--- src/rtl/operand_fetch_stage.sv ---
// Decode/operand-fetch stage: decodes the instruction, reads rs/rt from the register file
// with EX/WB bypass, and holds the ALU operands in the OF->EX pipeline register.
module operand_fetch_stage #(
  parameter int unsigned DATA_W   = 32,
  parameter bit          FWD_EN   = 1'b1,
  parameter bit          ZERO_REG = 1'b1
) (
  input  logic              clk,
  input  logic              rst,
  input  logic              in_valid,
  output logic              in_ready,
  input  logic [31:0]       in_instr,
  output logic              out_valid,
  input  logic              out_ready,
  output logic [2:0]        out_aluop,
  output logic [DATA_W-1:0] out_a,
  output logic [DATA_W-1:0] out_b,
  output logic [4:0]        out_rd,
  output logic              out_wen,
  input  logic [DATA_W-1:0] ex_result,
  input  logic              wb_we,
  input  logic [4:0]        wb_addr,
  input  logic [DATA_W-1:0] wb_data
);

  typedef enum logic {EMPTY, FULL} state_t;

  localparam logic [2:0] ALU_NOP = 3'b111;

  state_t              state_q, state_d;
  logic [2:0]          aluop_q, aluop_d;
  logic [DATA_W-1:0]   a_q, a_d;
  logic [DATA_W-1:0]   b_q, b_d;
  logic [4:0]          rd_q, rd_d;
  logic                wen_q, wen_d;
  logic [DATA_W-1:0]   regs_q [32];

  logic [2:0]          dec_aluop;
  logic [4:0]          dec_rd, dec_rs, dec_rt;
  logic                dec_use_imm;
  logic [12:0]         dec_imm;
  logic [DATA_W-1:0]   imm_ext;
  logic [DATA_W-1:0]   rs_val, rt_val;
  logic                accept;
  logic                rf_we;

  assign dec_aluop   = in_instr[31:29];
  assign dec_rd      = in_instr[28:24];
  assign dec_rs      = in_instr[23:19];
  assign dec_rt      = in_instr[18:14];
  assign dec_use_imm = in_instr[13];
  assign dec_imm     = in_instr[12:0];
  assign imm_ext     = {{(DATA_W-13){dec_imm[12]}}, dec_imm};

  assign out_valid = (state_q == FULL);
  assign in_ready  = !out_valid || out_ready;
  assign accept    = in_valid && in_ready;
  assign rf_we     = wb_we && !(ZERO_REG && (wb_addr == 5'd0));

  assign out_aluop = aluop_q;
  assign out_a     = a_q;
  assign out_b     = b_q;
  assign out_rd    = rd_q;
  assign out_wen   = wen_q;

  // EX result outranks WB data: the instruction in EX is the younger producer.
  function automatic logic [DATA_W-1:0] sel_operand(
    input logic [4:0]        addr,
    input logic [DATA_W-1:0] rf_val
  );
    if (ZERO_REG && (addr == 5'd0))
      return '0;
    else if (FWD_EN && out_valid && wen_q && (rd_q == addr))
      return ex_result;
    else if (FWD_EN && wb_we && (wb_addr == addr))
      return wb_data;
    else
      return rf_val;
  endfunction

  always_comb begin
    rs_val = sel_operand(dec_rs, regs_q[dec_rs]);
    rt_val = sel_operand(dec_rt, regs_q[dec_rt]);
  end

  always_comb begin
    state_d = state_q;
    aluop_d = aluop_q;
    a_d     = a_q;
    b_d     = b_q;
    rd_d    = rd_q;
    wen_d   = wen_q;
    if (accept) begin
      state_d = FULL;
      aluop_d = dec_aluop;
      a_d     = rs_val;
      b_d     = dec_use_imm ? imm_ext : rt_val;
      rd_d    = dec_rd;
      wen_d   = (dec_aluop != ALU_NOP) && !(ZERO_REG && (dec_rd == 5'd0));
    end else if (out_ready) begin
      state_d = EMPTY;
    end
  end

  always_ff @(posedge clk or posedge rst) begin
    if (rst) begin
      state_q <= EMPTY;
      aluop_q <= '0;
      a_q     <= '0;
      b_q     <= '0;
      rd_q    <= '0;
      wen_q   <= 1'b0;
    end else begin
      state_q <= state_d;
      aluop_q <= aluop_d;
      a_q     <= a_d;
      b_q     <= b_d;
      rd_q    <= rd_d;
      wen_q   <= wen_d;
    end
  end

  always_ff @(posedge clk or posedge rst) begin
    if (rst) begin
      for (int unsigned i = 0; i < 32; i++) regs_q[i] <= '0;
    end else if (rf_we) begin
      regs_q[wb_addr] <= wb_data;
    end
  end

endmodule
--- config.mk ---
export PLATFORM = sky130hd
export DESIGN_NAME = operand_fetch_stage
export DESIGN_NICKNAME = d
export VERILOG_FILES = /design/src/rtl/operand_fetch_stage.sv
export SDC_FILE = /design/constraint.sdc
export NUM_CORES = 2
export LEC_CHECK = 0
export BUFFER_PORTS_ARGS = -buffer_cell sky130_fd_sc_hd__buf_2
export CAP_MARGIN = 25
export CORE_UTILIZATION = 50
export DETAILED_ROUTE_END_ITERATION = 12
export MAX_ROUTING_LAYER = met4
export PLACE_DENSITY = 0.77
export SLEW_MARGIN = 20
export SYNTH_ARGS = -nofsm -noshare
export SYNTH_HDL_FRONTEND = slang
export SYNTH_SLANG_ARGS = --single-unit
--- constraint.sdc ---
create_clock -name clk -period 95 [get_ports clk]
set_input_delay 4.75 -clock clk [delete_from_list [all_inputs] [get_ports clk]]
set_output_delay 4.75 -clock clk [all_outputs]
set_load 0.02 [all_outputs]
== Yosys cells after proc, flatten, opt, wreduce, memory -nomap -nowiden ==
Index checks and enable logic that the tools add are counted.
Widths: inputs -> output; s select.

* Bitwise operators: 3
* Order comparisons: 4
* Reduce and logical (&&, ||, !) cells: 18
* Mux-type cells: 18
* Equal/unequal tests: 5

{| class="wikitable"
|+ Operators by type and width
! kind !! number
|-
| $bwmux 1024 || 1
|-
| $mux 32 || 12
|-
| $bmux 32 s5 || 2
|-
| $demux 32 s5 || 1
|-
| $eq 5x5->1 || 4
|-
| $logic_not 5->1 || 4
|-
| $ge 6x6->1 const B || 3
|-
| $not 5->6 || 3
|-
| $logic_and 1x1->1 || 9
|-
| $lt 6x1->1 const B || 1
|-
| $logic_not 1->1 || 3
|-
| $ne 3x3->1 const B || 1
|-
| $mux 1 || 2
|-
| $reduce_bool 2->1 || 1
|-
| $logic_or 1x1->1 || 1
|}

* Output and inout bits: 75
* Bits of input ports: 106
* Register bits: 1098

== Depth between registers and ports, before layout ==
* Depth in word-level cells: 8
* Depth in mapped cells: 9
* Depth with buffers taken out: 5

== Worst setup path before layout ==
No wires, ideal clock.

* Path type: input-to-output
* Start: in out_ready
* End: out in_ready
* Required time: 90.250 ns
* Stages: 2
* Path slack: 84.972 ns
* Arrival time: 5.278 ns
* Cells stage by stage: nand2b_1 > clkbuf_1

* Longest elaborated chain between the ends: 1

{| class="wikitable"
|+ RTL lines
! element !! line !! RTL
|-
| start: declaration || 14 || <nowiki>input logic out_ready,</nowiki>
|-
| $logic_or 1x1->1 || 56 || <nowiki>assign in_ready = !out_valid || out_ready;</nowiki>
|-
| end: declaration || 11 || <nowiki>output logic in_ready,</nowiki>
|}

No other way between the ends.

== Worst setup path in the final report ==
Same ends and word-level chain as after synthesis.

==> results.cfg <==
[setup_path]
crit_arrival_ns = 5.48
crit_path_start_kind = primary input
path_common_cell = buf_2
crit_path_max_incr_delay_ns = 0.40
r2r_setup_slack_ns = 91.87
path_max_fanout = 13
r2r_cells = 7
slowest_stage = nand2b_1
r2r_start = out_valid$_DFFE_PP0P_
worst_setup_path_end_kind = output pin
path_cells = buf_2 > nand2b_1 > buf_2
critPathKind = in -> out
r2r-end = out_a[16]$_DFFE_PP0P_
required_ns = 90.25

[power]
p_switching_uw = 390
p_seq_share_pct = 45.7
p_clk_share_pct = 34.6
p_int_uw = 982
irDropWorstVdd_v = 0.0000160
p_sw_share_pct = 28.4
pwr-share-comb_pct = 19.7
powerDensity_mw_per_mm2 = 21.9
p_leak_uw = 0.0267

[job]
maxCapViolCount = 0

[place]
hpwl_mm = 103
io_buffer_count = 180
dpl_cell_area_sq_mm = 0.0587
place.gp.congestion = 0.878

[floorplanning]
rows = 123
dieArea_sq_mm = 0.115
start_util_pct = 50.6
die_y_um = 340
design.core.area_sq_mm = 0.113
fp.dieW_um = 340
pin_count = 181

[route]
vias = 41500
drt_first_pass_iters = 6
drt-total-wl_mm = 185
wl_per_cell_um = 31.8
drc = 0
first_iter_violations = 6086
ant_nets = 0
viasPerCell = 7.12

[finish]
areaGrowthSynthToFinish_pct = 10.0
fillerInstances = 8704
nNetsFinal = 4313
drive_gt1_share_pct = 36.8
final_area_sq_mm = 0.0628

[hold_path]
hp-start = regs_q[1019]$_DFFE_PP0P_
hold_end = regs_q[1019]$_DFFE_PP0P_
holdPathStages = 0
hold_path_class = reg -> reg

[logic_synthesis]
synth-edff-count = 0
syn_area_sq_mm = 0.0570
synth.most_common_cell = dfrtp_1
synth.largest_area_cell = dfrtp_1
synthCells = 4299
ys_seq_area_share_pct = 48.2
ys.flop_type = dfrtp_1
synth.distinct_cells = 63
yosysWarnings = 0
synth_seq_cells = 1098
ys_top_cells_by_count = 1,098 x dfrtp_1, 567 x mux4_2, 558 x nand2_1
synthArstFlopShare_pct = 100
netlist.area_leader.share_pct = 48.2
syn-num-nets = 4405
avgSynthCellArea_sq_um = 13.3
synth_area_leaders = dfrtp_1 48%, mux4_2 22%, mux2_2 10%

[global_route]
grt-ovfl-total = 0
antenna_found_initial = 17
grt_pass1_vias = 41900
grt_max_degree = 171
grt.total_usage_pct = 33.3
grt_pass1_wl_mm = 277

[clock_tree]
cts.sinks = 1098
cts_resized = 0
insertion_delay_ns = 0.71
cts_tree = built
numCtsBuffers = 111
htreeDepth = 3
post_cts_buffers = 0
cts_root_buf = clkbuf_16
clk_path_buf_depth = 3
holdBufCountCts = 0
path_clk_slew_ns = 0.06

[timing]
tns_ns = 0
final.period_utilization_pct = 10.8
maxSlewViolCount = 0
fmax_ghz = 0.0977
finClkSkew_ns = 0.0273
finalHoldViolations = 0
min_period_ns = 10.23
maxSlewHeadroom_pct = 23.2
rsz0062_at_grt = false
setup_viol = 0
worst_pin_slew_ns = 1.15

[outcome]
run_status = finished, final reports clean
==> area by class of cell <==
cell class | count | area [sq um] | area share, %
Inverter | 39 | 154 | 0.245
Antenna cell | 18 | 45.0 | 0.0718
Clock buffer | 154 | 3200 | 5.10
Tap cell | 1500 | 1880 | 2.99
Clock inverter | 52 | 756 | 1.20
Multi-Input combinational cell | 2695 | 27600 | 43.9
Sequential cell | 1098 | 27500 | 43.8
Timing Repair Buffer | 262 | 1690 | 2.69
==> critical path, delay by kind of cell <==
kind / cells / cell delay, ns
buffers and inverters: 2 / 0.33
and+or+nand+nor: 1 / 0.40
==> sequential cells by signal, summed over array words and instances (netlist names) <==
name and count:
out_valid 1, out_b 32, out_wen 1, out_rd 5
out_aluop 3, out_a 32, regs_q 1024
==> metrics by stage <==
stage | std cells | hold slack, ns | util (%) | power (uW) | worst slack [ns]
2_1_floorplan | 4299 | 0.441 | - | 815 | 59.34
3_3_place_gp | 5588 | 0.378 | 52.0 | 880 | 84.82
3_5_place_dp | 5590 | 0.384 | 52.0 | 896 | 84.79
4_1_cts | 5796 | 0.397 | 55.5 | 1370 | 84.79
5_1_grt | 5814 | 0.413 | 55.6 | 1420 | 84.72
6_report | 5818 | 0.396 | 55.6 | 1370 | 84.77
==> power by group through the flow <==
stage / logic, uW / clock network (uW) / registers, uW
final: 270 / 475 / 627
after detailed placement: 266 / 0 / 629
after floorplan: 201 / 0 / 614
after CTS: 268 / 476 / 622
after global routing: 290 / 494 / 635
after global placement: 256 / 0 / 623
==> metal layers <==
| metal | share of wire, % | up-vias | global-route usage (%) |
|---|---|---|---|
| met4 | 6.4 | 0 | 19.5 |
| met3 | 13 | 808 | 10.0 |
| met1 | 35 | 21200 | 41.2 |
| met2 | 46 | 3231 | 48.5 |
| met5 | 0 | - | - |
| li1 | - | 16200 | - |
==> worst max-delay path by stage <==
stage	slack, ns	startpoint	end
floorplan	59.34	rst	out_a[0]$_DFFE_PP0P_
global placement	84.82	out_ready	in_ready
detailed placement	84.79	out_ready	in_ready
CTS	84.79	out_ready	in_ready
global route	84.72	out_ready	in_ready
finish	84.77	out_ready	in_ready
==> cells in the final DEF (no fill, tap or decap), drive strengths merged, types with 9 or more instances in the layout <==
cell type	netlist	layout
nand3	31	31
o221ai	9	9
a22oi	124	124
nand4	33	33
inv	39	42
dfrtp	1098	1098
a21oi	25	25
o21ai	504	504
mux2	513	513
bufinv	0	16
nor2	26	26
o2111ai	32	32
a211o	19	19
clkbuf	319	154
diode	0	18
mux2i	36	36
nor3	10	10
a221oi	19	19
clkinv	0	20
a31oi	19	19
buf	148	262
o22ai	20	20
xor2	14	14
nand4b	32	32
clkinvlp	0	13
nand2	558	558
mux4	567	567
==> cells by family after synthesis <==
| family | after synthesis | synth area share (%) |
|---|---|---|
| simple gates | 731 | 5.56 |
| buf+inv | 506 | 4.02 |
| mux | 1116 | 33.1 |
| compound gates | 828 | 8.80 |
| flops | 1098 | 48.2 |
| xor+xnor | 20 | 0.307 |
Power figures use the tool's default switching activity.
